**src/rtl/pipelined_prefix_adder.sv**
```systemverilog
// pipelined_prefix_adder: Kogge-Stone parallel-prefix carry-propagate adder.
// It adds the two reduced rows of the compressor tree. Registers sit between
// prefix levels at a configurable spacing, and a valid/ready stream handshake
// with a global stall controls the pipeline.
// Optional feature macro: PPA_GROUP_GP_EN adds the registered group
// generate/propagate outputs grp_g and grp_p, which are used to chain blocks
// into wider adders.
module pipelined_prefix_adder #(
    parameter int WIDTH      = 32,
    parameter int PIPE_EVERY = 2
) (
    input  logic             clk,
    input  logic             rst,
    input  logic             in_valid,
    output logic             in_ready,
    input  logic [WIDTH-1:0] a,
    input  logic [WIDTH-1:0] b,
    output logic             out_valid,
    input  logic             out_ready,
    output logic [WIDTH-1:0] sum,
    output logic             cout
`ifdef PPA_GROUP_GP_EN
    ,
    output logic             grp_g,
    output logic             grp_p
`endif
);

    localparam int LVL = $clog2(WIDTH);

    // A global stall: the whole pipe moves only when the output slot is free or drained.
    logic advance;
    assign advance  = ~out_valid | out_ready;
    assign in_ready = advance;

    // ---- stage 0: operand capture ----
    logic [WIDTH-1:0] a_p0;
    logic [WIDTH-1:0] b_p0;
    logic             vld_p0;

    // Operand valid bit; this is the only control state that reset clears in this stage.
    always_ff @(posedge clk) begin
        if (rst) begin
            vld_p0 <= 1'b0;
        end else if (advance) begin
            vld_p0 <= in_valid;
        end
    end

    // Operand data registers hold their value on a stall and are never reset.
    always_ff @(posedge clk) begin
        if (advance) begin
            a_p0 <= a;
            b_p0 <= b;
        end
    end

    // ---- prefix levels: level k combines spans of 2^k ----
    for (genvar k = 0; k < LVL; k++) begin : lvl
        localparam int SPAN = 1 << k;

        logic [WIDTH-1:0] g_in;
        logic [WIDTH-1:0] p_in;
        logic [WIDTH-1:0] po_in;
        logic             v_in;
        logic [WIDTH-1:0] g_nx;
        logic [WIDTH-1:0] p_nx;
        logic [WIDTH-1:0] g_out;
        logic [WIDTH-1:0] p_out;
        logic [WIDTH-1:0] po_out;
        logic             v_out;

        if (k == 0) begin : src
            assign g_in  = a_p0 & b_p0;
            assign p_in  = a_p0 ^ b_p0;
            assign po_in = a_p0 ^ b_p0;
            assign v_in  = vld_p0;
        end else begin : src
            assign g_in  = lvl[k-1].g_out;
            assign p_in  = lvl[k-1].p_out;
            assign po_in = lvl[k-1].po_out;
            assign v_in  = lvl[k-1].v_out;
        end

        // Black-cell combine for every bit that has a partner 2^k positions below it.
        always_comb begin
            g_nx = g_in;
            p_nx = p_in;
            for (int i = SPAN; i < WIDTH; i++) begin
                g_nx[i] = g_in[i] | (p_in[i] & g_in[i-SPAN]);
                p_nx[i] = p_in[i] & p_in[i-SPAN];
            end
        end

        if ((k > 0) && (k % PIPE_EVERY == 0)) begin : reg_stage
            // ---- pipeline register after this prefix level ----
            // Valid bit for this segment; reset discards in-flight operand pairs.
            always_ff @(posedge clk) begin
                if (rst) begin
                    v_out <= 1'b0;
                end else if (advance) begin
                    v_out <= v_in;
                end
            end

            // Segment data is carried forward; the raw propagate travels along for the sum.
            always_ff @(posedge clk) begin
                if (advance) begin
                    g_out  <= g_nx;
                    p_out  <= p_nx;
                    po_out <= po_in;
                end
            end
        end else begin : comb_stage
            assign g_out  = g_nx;
            assign p_out  = p_nx;
            assign po_out = po_in;
            assign v_out  = v_in;
        end
    end

    // ---- output stage: sum formation and result register ----
    logic [WIDTH-1:0] g_fin;
    logic [WIDTH-1:0] sum_nx;
    logic             unused_p;

    assign g_fin    = lvl[LVL-1].g_out;
    assign sum_nx   = lvl[LVL-1].po_out ^ {g_fin[WIDTH-2:0], 1'b0};
    assign unused_p = ^lvl[LVL-1].p_out;

    // Result register: reset clears it, and it holds steady while the consumer stalls.
    always_ff @(posedge clk) begin
        if (rst) begin
            out_valid <= 1'b0;
            sum       <= '0;
            cout      <= 1'b0;
        end else if (advance) begin
            out_valid <= lvl[LVL-1].v_out;
            sum       <= sum_nx;
            cout      <= g_fin[WIDTH-1];
        end
    end

`ifdef PPA_GROUP_GP_EN
    // Group generate/propagate over the full word, registered alongside sum.
    always_ff @(posedge clk) begin
        if (rst) begin
            grp_g <= 1'b0;
            grp_p <= 1'b0;
        end else if (advance) begin
            grp_g <= g_fin[WIDTH-1];
            grp_p <= lvl[LVL-1].p_out[WIDTH-1];
        end
    end
`endif

endmodule
```
**config.mk**
```make
export PLATFORM = sky130hd
export DESIGN_NAME = pipelined_prefix_adder
export DESIGN_NICKNAME = d
export VERILOG_FILES = /design/src/rtl/pipelined_prefix_adder.sv
export SDC_FILE = /design/constraint.sdc
export NUM_CORES = 1
export LEC_CHECK = 0
export ABC_AREA = 1
export CAP_MARGIN = 40
export CORE_AREA = 2 2 162 164
export DETAILED_ROUTE_END_ITERATION = 10
export DIE_AREA = 0 0 164 166
export MAX_ROUTING_LAYER = met4
export PLACE_DENSITY_LB_ADDON = 0.25
export SLEW_MARGIN = 5
export SYNTH_ARGS = -nofsm -noshare
export SYNTH_HDL_FRONTEND = slang
export SYNTH_SLANG_ARGS = --single-unit
```
**constraint.sdc**
```tcl
create_clock -name clk -period 5.5 [get_ports clk]
set_input_delay 1.1 -clock clk [delete_from_list [all_inputs] [get_ports clk]]
set_output_delay 1.1 -clock clk [all_outputs]
set_load 0.01 [all_outputs]
```
Yosys cells after proc, flatten, opt, wreduce, memory -nomap -nowiden
Index checks and enable logic that the tools add are counted.
{"block": "totals", "inputBits": 68, "word_cells": 381, "register_bits": 261}
{"block": "op_classes", "n_bitwise": 368}
{"operator": "1-bit bitwise AND", "count": 234}
{"operator": "1-bit bitwise OR", "count": 130}
{"operator": "32-bit bitwise XOR", "count": 2}
{"operator": "32-bit bitwise AND", "count": 1}
{"operator": "1-bit inverter", "count": 1}

Logic depth before layout (Yosys ltp)
Gate-level depths: netlist (run 1).
{"block": "depth", "ltp_word": 7, "ltp_mapped": 7, "mapped_depth_nobuf": 7}

Least setup slack after synthesis (run 1)
Ideal clock, no wire load.
{"block": "synth_timing", "path_kind": "input-to-output", "from": "in out_ready", "to": "out in_ready", "stages": 3, "t_required_ns": 4.400, "arrival_ns": 3.814, "path_slack_ns": 0.586, "n_path_buf": 1, "path_cell_list": "inv_2 -> nand2_4 -> buf_2"}
{"block": "synth_via", "elab_chain_cells": 1}
{"item": "start: declaration", "line": "19", "text": "input logic out_ready,"}
{"item": "1-bit bitwise OR", "line": "33", "text": "assign advance = ~out_valid | out_ready;"}
{"item": "end: declaration", "line": "15", "text": "output logic in_ready,"}
No other way between the ends.

Worst setup path after layout (run 1)
Ends and elaborated chain as after synthesis.

==> results of run 1 <==
==> cells in the mapped netlist (all sizes together) <==
cell    count  area share
xnor2      31       0.027
ha         32       0.040
inv       130       0.049
a21o       16       0.012
nand3      13      0.0065
clkbuf      2      0.0010
edfxtp    216        0.65
nor3        7      0.0035
nor2       55       0.021
o21ai      36       0.018
dfxtp      37       0.074
buf         8      0.0055
a21oi      43       0.021
nand2     204       0.077
==> cell families after synthesis <==
kind of cell,count (synthesis),share of synthesized area
simple gates,279,0.107
flops,253,0.719
buf+inv,140,0.0550
compound gates,95,0.0513
fa+ha+maj,32,0.0399
xor+xnor,31,0.0270
==> through the flow <==
| step | std cells | instance area (um^2) | total power, W | setup WS, ns |
|---|---|---|---|---|
| 5_1_grt | 1307 | 12400 | 0.00498 | 1.46 |
| 3_5_place_dp | 1258 | 11500 | 0.00298 | 1.55 |
| 3_3_place_gp | 1258 | 11500 | 0.00297 | 1.57 |
| 6_report | 1307 | 12400 | 0.00477 | 1.55 |
| 2_1_floorplan | 830 | 10000 | 0.00272 | 0.586 |
| 4_1_cts | 1307 | 12400 | 0.00483 | 1.56 |
==> area by class of cell <==
type / instances / area (um^2) / share of cell area
Tap cell: 335 / 419 / 0.0339
Clock inverter: 17 / 186 / 0.0151
Inverter: 130 / 488 / 0.0394
Clock buffer: 32 / 737 / 0.0596
Sequential cell: 253 / 7230 / 0.584
Timing Repair Buffer: 103 / 1040 / 0.0841
Multi-Input combinational cell: 437 / 2280 / 0.184
==> worst max-delay path: stages <==
cell and delay, ns:
clkdlybuf4s50_1 0.47, inv_2 0.06, nand2_8 0.45, clkdlybuf4s50_1 0.69
==> power groups by stage <==
stage | sequential (W) | combinational (W) | clock, W
after floorplan | 0.00245 | 0.000271 | 0
after global placement | 0.00246 | 0.000517 | 0
after detailed placement | 0.00246 | 0.000520 | 0
after CTS | 0.00242 | 0.000523 | 0.00188
after global routing | 0.00244 | 0.000580 | 0.00196
final | 0.00242 | 0.000515 | 0.00184
==> registers in the layout, indices dropped and copies added, names as in the netlist <==
name and count:
lvl.v_out 2, g_fin 32, lvl.p_out 25, lvl.po_out 63, lvl.g_out 32, b_p0 32
sum 32, a_p0 32, lvl.v_in 1, cout 1, out_valid 1
==> worst paths after layout <==
check                                    from                          end  slack (ns)  cells after the start
setup / recovery                    out_ready                     in_ready        1.55                      4
hold / removal    lvl[2].po_out[13]$_DFFE_PP_  lvl[4].po_out[13]$_DFFE_PP_        0.42                      0
setup reg to reg       out_valid$_SDFFE_PP0P_            b_p0[9]$_DFFE_PP_        3.37                      2
hold reg to reg   lvl[2].po_out[13]$_DFFE_PP_  lvl[4].po_out[13]$_DFFE_PP_        0.42                      0
==> layer usage <==
layer / vias to the layer above / share of wire / GRT usage
li1: 3001 / - / -
met1: 2595 / 0.50 / 0.205
met2: 158 / 0.42 / 0.192
met3: 27 / 0.063 / 0.0267
met4: 0 / 0.017 / 0.0370
met5: - / 0 / -
==> metrics.txt, run 1 <==
fmax about 250 MHz; highest-count cells in the layout ignoring fill and taps 216 x edfxtp_1, 203 x nand2_1, 127 x inv_1; FP Rows 59; Mapped Avg Cell Area about 12 um^2; Vias between 5000 and 6000; share of post-route cells with drive strength above 1 0.0463; min cycle time layout 3.95 ns; # port buffers about 100; clock power share 0.385; Antenna Nets Post-Route 0; final setup TNS 0 ns; crit share post-route 0.718; initial antenna violation count 0; io pins 103; critical path peak fanout 97; Setup Skew 0.0138 ns; peak supply drop 0.239 mV; Tot GR Track Use 0.137; # clock sinks ~250; Hold/Removal Path Class register to register; final hold vios 0; FILL cells 2268; CTS clk-pin slew, worst paths 0.06 ns; first-pass GRT wire length roughly 29000 um; die width about 160 um; vias in the first global route ~5600; cts repair resizes 0; yosys warns 0; slew at the pin closest to its max-slew limit just under 1 ns; cell-internal power roughly 0.0037 W; WHS approximately 0.42 ns; Critical Path RT ~4.4 ns; Routed WL about 18000 um; Nets about 1100; count of cell types in the netlist 19; Max Cap Violations 0; hpwl dp 12700 um; Iteration-0 DRC Markers 437; Synthesized Nets 930; CTS max path bufs 3; later-pin clock latency in the skew report ~0.53 ns; Die ar. 27200 um^2; fin. max-slew vios 0; postcts setup bufs 0; leakage around 5.2 nW; logic gate share of total power 0.108; Power per Cell Area 386 nW/um^2; Hold Buf Count CTS 0; CP Capture Type output pin; TritonCTS Buffers 28; element type at the critical path start input port; H-tree Lvls 1; root buf cell clkbuf_16; Net Switching approximately 0.0011 W; Slew headroom 0.356; most common cell after layout, fill and taps aside edfxtp_1; critical path type input port to output pin; cells after synthesis 830; Cell Area, Synth 10000 um^2; vias per cell roughly 4.4; unrepaired setup endpoints after global routing no; # DRC 0; global route overflow 0; # setup viols final 0; sw frac 0.222; Sequential Power Share 0.507; Core Area 25600 um^2; sequential share of the synthesized area 0.719; DR WL/cell around 14 um; starting density of the core 0.392; First-pass DRT Iterations 5; Inserted Diodes 0; area grow syn2layout 23.2%; pin count of the biggest net entering global routing 190; GPL Wtd Cong 0.814; critical path data arrival time 2.85 ns; post-layout util 0.483; CTS tree built; Yosys reg bits approximately 250; status completed; die height around 170 um
Power figures use the tool's default switching activity.
==> run 2: changes to the inputs <==
==> constraint.sdc (replaced) <==
create_clock -name clk -period 3.3 [get_ports clk]
set_input_delay 0.66 -clock clk [delete_from_list [all_inputs] [get_ports clk]]
set_output_delay 0.66 -clock clk [all_outputs]
set_load 0.01 [all_outputs]
==> run 2 against run 1 <==
  * Cell count grew 0.15%
  * Utilization is essentially flat
  * Flip-flop and latch count is the same
  * Register-to-register slack lost 1.7 ns
  * Non-clock buffer count grew 3
  * Critical path depth is the same
  * Largest power group unchanged
==> metrics.txt, run 2 (same netlist as run 1, synthesis figures left out) <==
FP Rows 59 (unchanged); Crit. Startpoint out_ready (unchanged); DR WL/cell 13.9 um (was 13.8 um); Final WS setup 0.727 ns (was 1.55 ns); Pwr Total 0.00782 W (was 0.00477 W); fin. max-slew vios 0 (unchanged); FILL cells 2245 (was 2268); highest-count cells in the layout ignoring fill and taps 216 x edfxtp_1, 203 x nand2_1, 127 x inv_1 (unchanged); starting density of the core 0.392 (unchanged); max reg flops 63 (unchanged); leakage 5.24 nW (about the same); Die ar. 27200 um^2 (unchanged); hpwl dp 13200 um (was 12700 um); Hold Buf Count CTS 0 (unchanged); most frequent CP cell clkdlybuf4s50_1 (unchanged); Vias 5795 (was 5781); crit share post-route 0.780; most common cell after layout, fill and taps aside edfxtp_1 (unchanged); Setup Skew 0.0143 ns (was 0.0138 ns); Routed WL 18200 um (was 18000 um); vias per cell 4.43 (was 4.42); reg2reg start out_valid$_SDFFE_PP0P_ (unchanged); Max Cap Violations 0 (unchanged); critical-path cell list clkdlybuf4s50_1 > inv_2 > nand2_8 > clkdlybuf4s50_1 (unchanged); # DRC 0 (unchanged); io pins 103 (unchanged); area grow syn2layout 23.1% (was 23.2%); slew at the pin closest to its max-slew limit 0.810 ns (was 0.966 ns); root buf cell clkbuf_16 (unchanged); TritonCTS Buffers 26 (was 28); critical path type input port to output pin (unchanged); pin count of the biggest net entering global routing 123 (was 190); CP delay by family, top buffers and inverters (unchanged); final hold vios 0 (unchanged); Slew headroom 0.460 (was 0.356); later-pin clock latency in the skew report 0.53 ns (about the same); share of post-route cells with drive strength above 1 0.0524 (was 0.0463); CTS max path bufs 3 (unchanged); setup slack, reg-to-reg 1.70 ns (was 3.37 ns); peak supply drop 0.260 mV (was 0.239 mV); Place WS 0.680 ns (was 1.55 ns); unrepaired setup endpoints after global routing no (unchanged); critical path peak fanout 8 (was 97); CTS tree built (unchanged); Nets 1054 (was 1053); H-tree Lvls 1 (unchanged); hold path endpoint lvl[4].po_out[6]$_DFFE_PP_ (was lvl[4].po_out[13]$_DFFE_PP_); postcts setup bufs 0 (unchanged); status completed (unchanged); Core Area 25600 um^2 (unchanged); cts repair resizes 0 (unchanged); # port buffers 102 (unchanged); fmax about 400 MHz; FF-to-FF path depth 3 (was 2); final setup TNS 0 ns (unchanged); First-pass DRT Iterations 5 (unchanged); CTS clk-pin slew, worst paths 0.06 ns (about the same); die width 164 um (unchanged); Inserted Diodes 0 (unchanged); vias in the first global route 5553 (was 5585); initial antenna violation count 0 (unchanged); global route overflow 0 (unchanged); # clock sinks 253 (unchanged); Iteration-0 DRC Markers 409 (was 437); Final Cell Area 12400 um^2 (about the same); Reg with most FFs lvl.po_out (unchanged); Critical Path RT 2.64 ns (was 4.40 ns); worst r2r dst b_p0[20]$_DFFE_PP_ (was b_p0[9]$_DFFE_PP_); first-pass GRT wire length 29100 um (was 28600 um); # setup viols final 0 (unchanged); Hold/Removal Path Class register to register (unchanged); Antenna Nets Post-Route 0 (unchanged); Critical path buffers and inverters 3 (unchanged); Tot GR Track Use 0.140 (was 0.137); GPL Wtd Cong 0.819 (was 0.814); critical path data arrival time 1.91 ns (was 2.85 ns); min cycle time layout roughly 2.6 ns; element type at the critical path start input port (unchanged); Placed Area 11500 um^2 (about the same); Power per Cell Area 632 nW/um^2 (was 386 nW/um^2); die height 166 um (unchanged); Hold Crit Depth 0 (unchanged); hold_sp lvl[2].po_out[6]$_DFFE_PP_ (was lvl[2].po_out[13]$_DFFE_PP_); slowest stage cell, crit path clkdlybuf4s50_1 (unchanged); post-layout util 0.483 (about the same); CP Capture Type output pin (unchanged); Critical Path Max Stage Delay 0.62 ns (was 0.69 ns)
-- run 2: cell count changes in the layout (fill, tap and decap cells not counted), sizes merged --
cell / previous run / this run
buf: 1 / 4
clkinvlp: 2 / 3
bufinv: 4 / 2
-- run 2: power by group --
part	internal (W)	switching, W	leakage, nW
Clock	0.00176	0.00117	0.431
Sequential	0.00388	0.000157	2.65
Combinational	0.000416	0.000438	2.16
Total	0.00605	0.00176	5.24
-- run 2: stage by stage --
| stage | instances | hold slack [ns] |
|---|---|---|
| 2_1_floorplan | 830 | 0.400 |
| 3_3_place_gp | 1260 | 0.402 |
| 3_5_place_dp | 1261 | 0.405 |
| 4_1_cts | 1309 | 0.417 |
| 5_1_grt | 1309 | 0.414 |
| 6_report | 1309 | 0.415 |
-- run 2: area by class of cell --
| cell class | count | area [um^2] | area share |
|---|---|---|---|
| Sequential cell | 253 | 7230 | 0.584 |
| Tap cell | 335 | 419 | 0.0339 |
| Clock buffer | 32 | 746 | 0.0603 |
| Clock inverter | 16 | 140 | 0.0113 |
| Multi-Input combinational cell | 437 | 2280 | 0.184 |
| Inverter | 130 | 488 | 0.0394 |
| Timing Repair Buffer | 106 | 1080 | 0.0870 |
-- run 2: how the worst max path moves through the flow --
stage / endpoint / cells past startpoint
2_1_floorplan: in_ready / 3
3_3_place_gp: in_ready / 4
3_5_place_dp: in_ready / 4
4_1_cts: in_ready / 4
5_1_grt: in_ready / 4
6_report: in_ready / 4
-- run 2: worst reg2reg max path: stages (launching register included) --
cell and delay (ns):
dfxtp_1 0.36, nand2_8 0.13, buf_4 0.44, buf_12 0.31
-- run 2: layer usage --
layer | vias up | track usage | part of all wire | wire length, um
met5 | - | - | 0 | 0
met4 | 0 | 0.0408 | 0.018 | 332
met3 | 21 | 0.0217 | 0.051 | 933
met2 | 130 | 0.192 | 0.42 | 7660
met1 | 2631 | 0.214 | 0.51 | 9310
li1 | 3013 | - | - | -
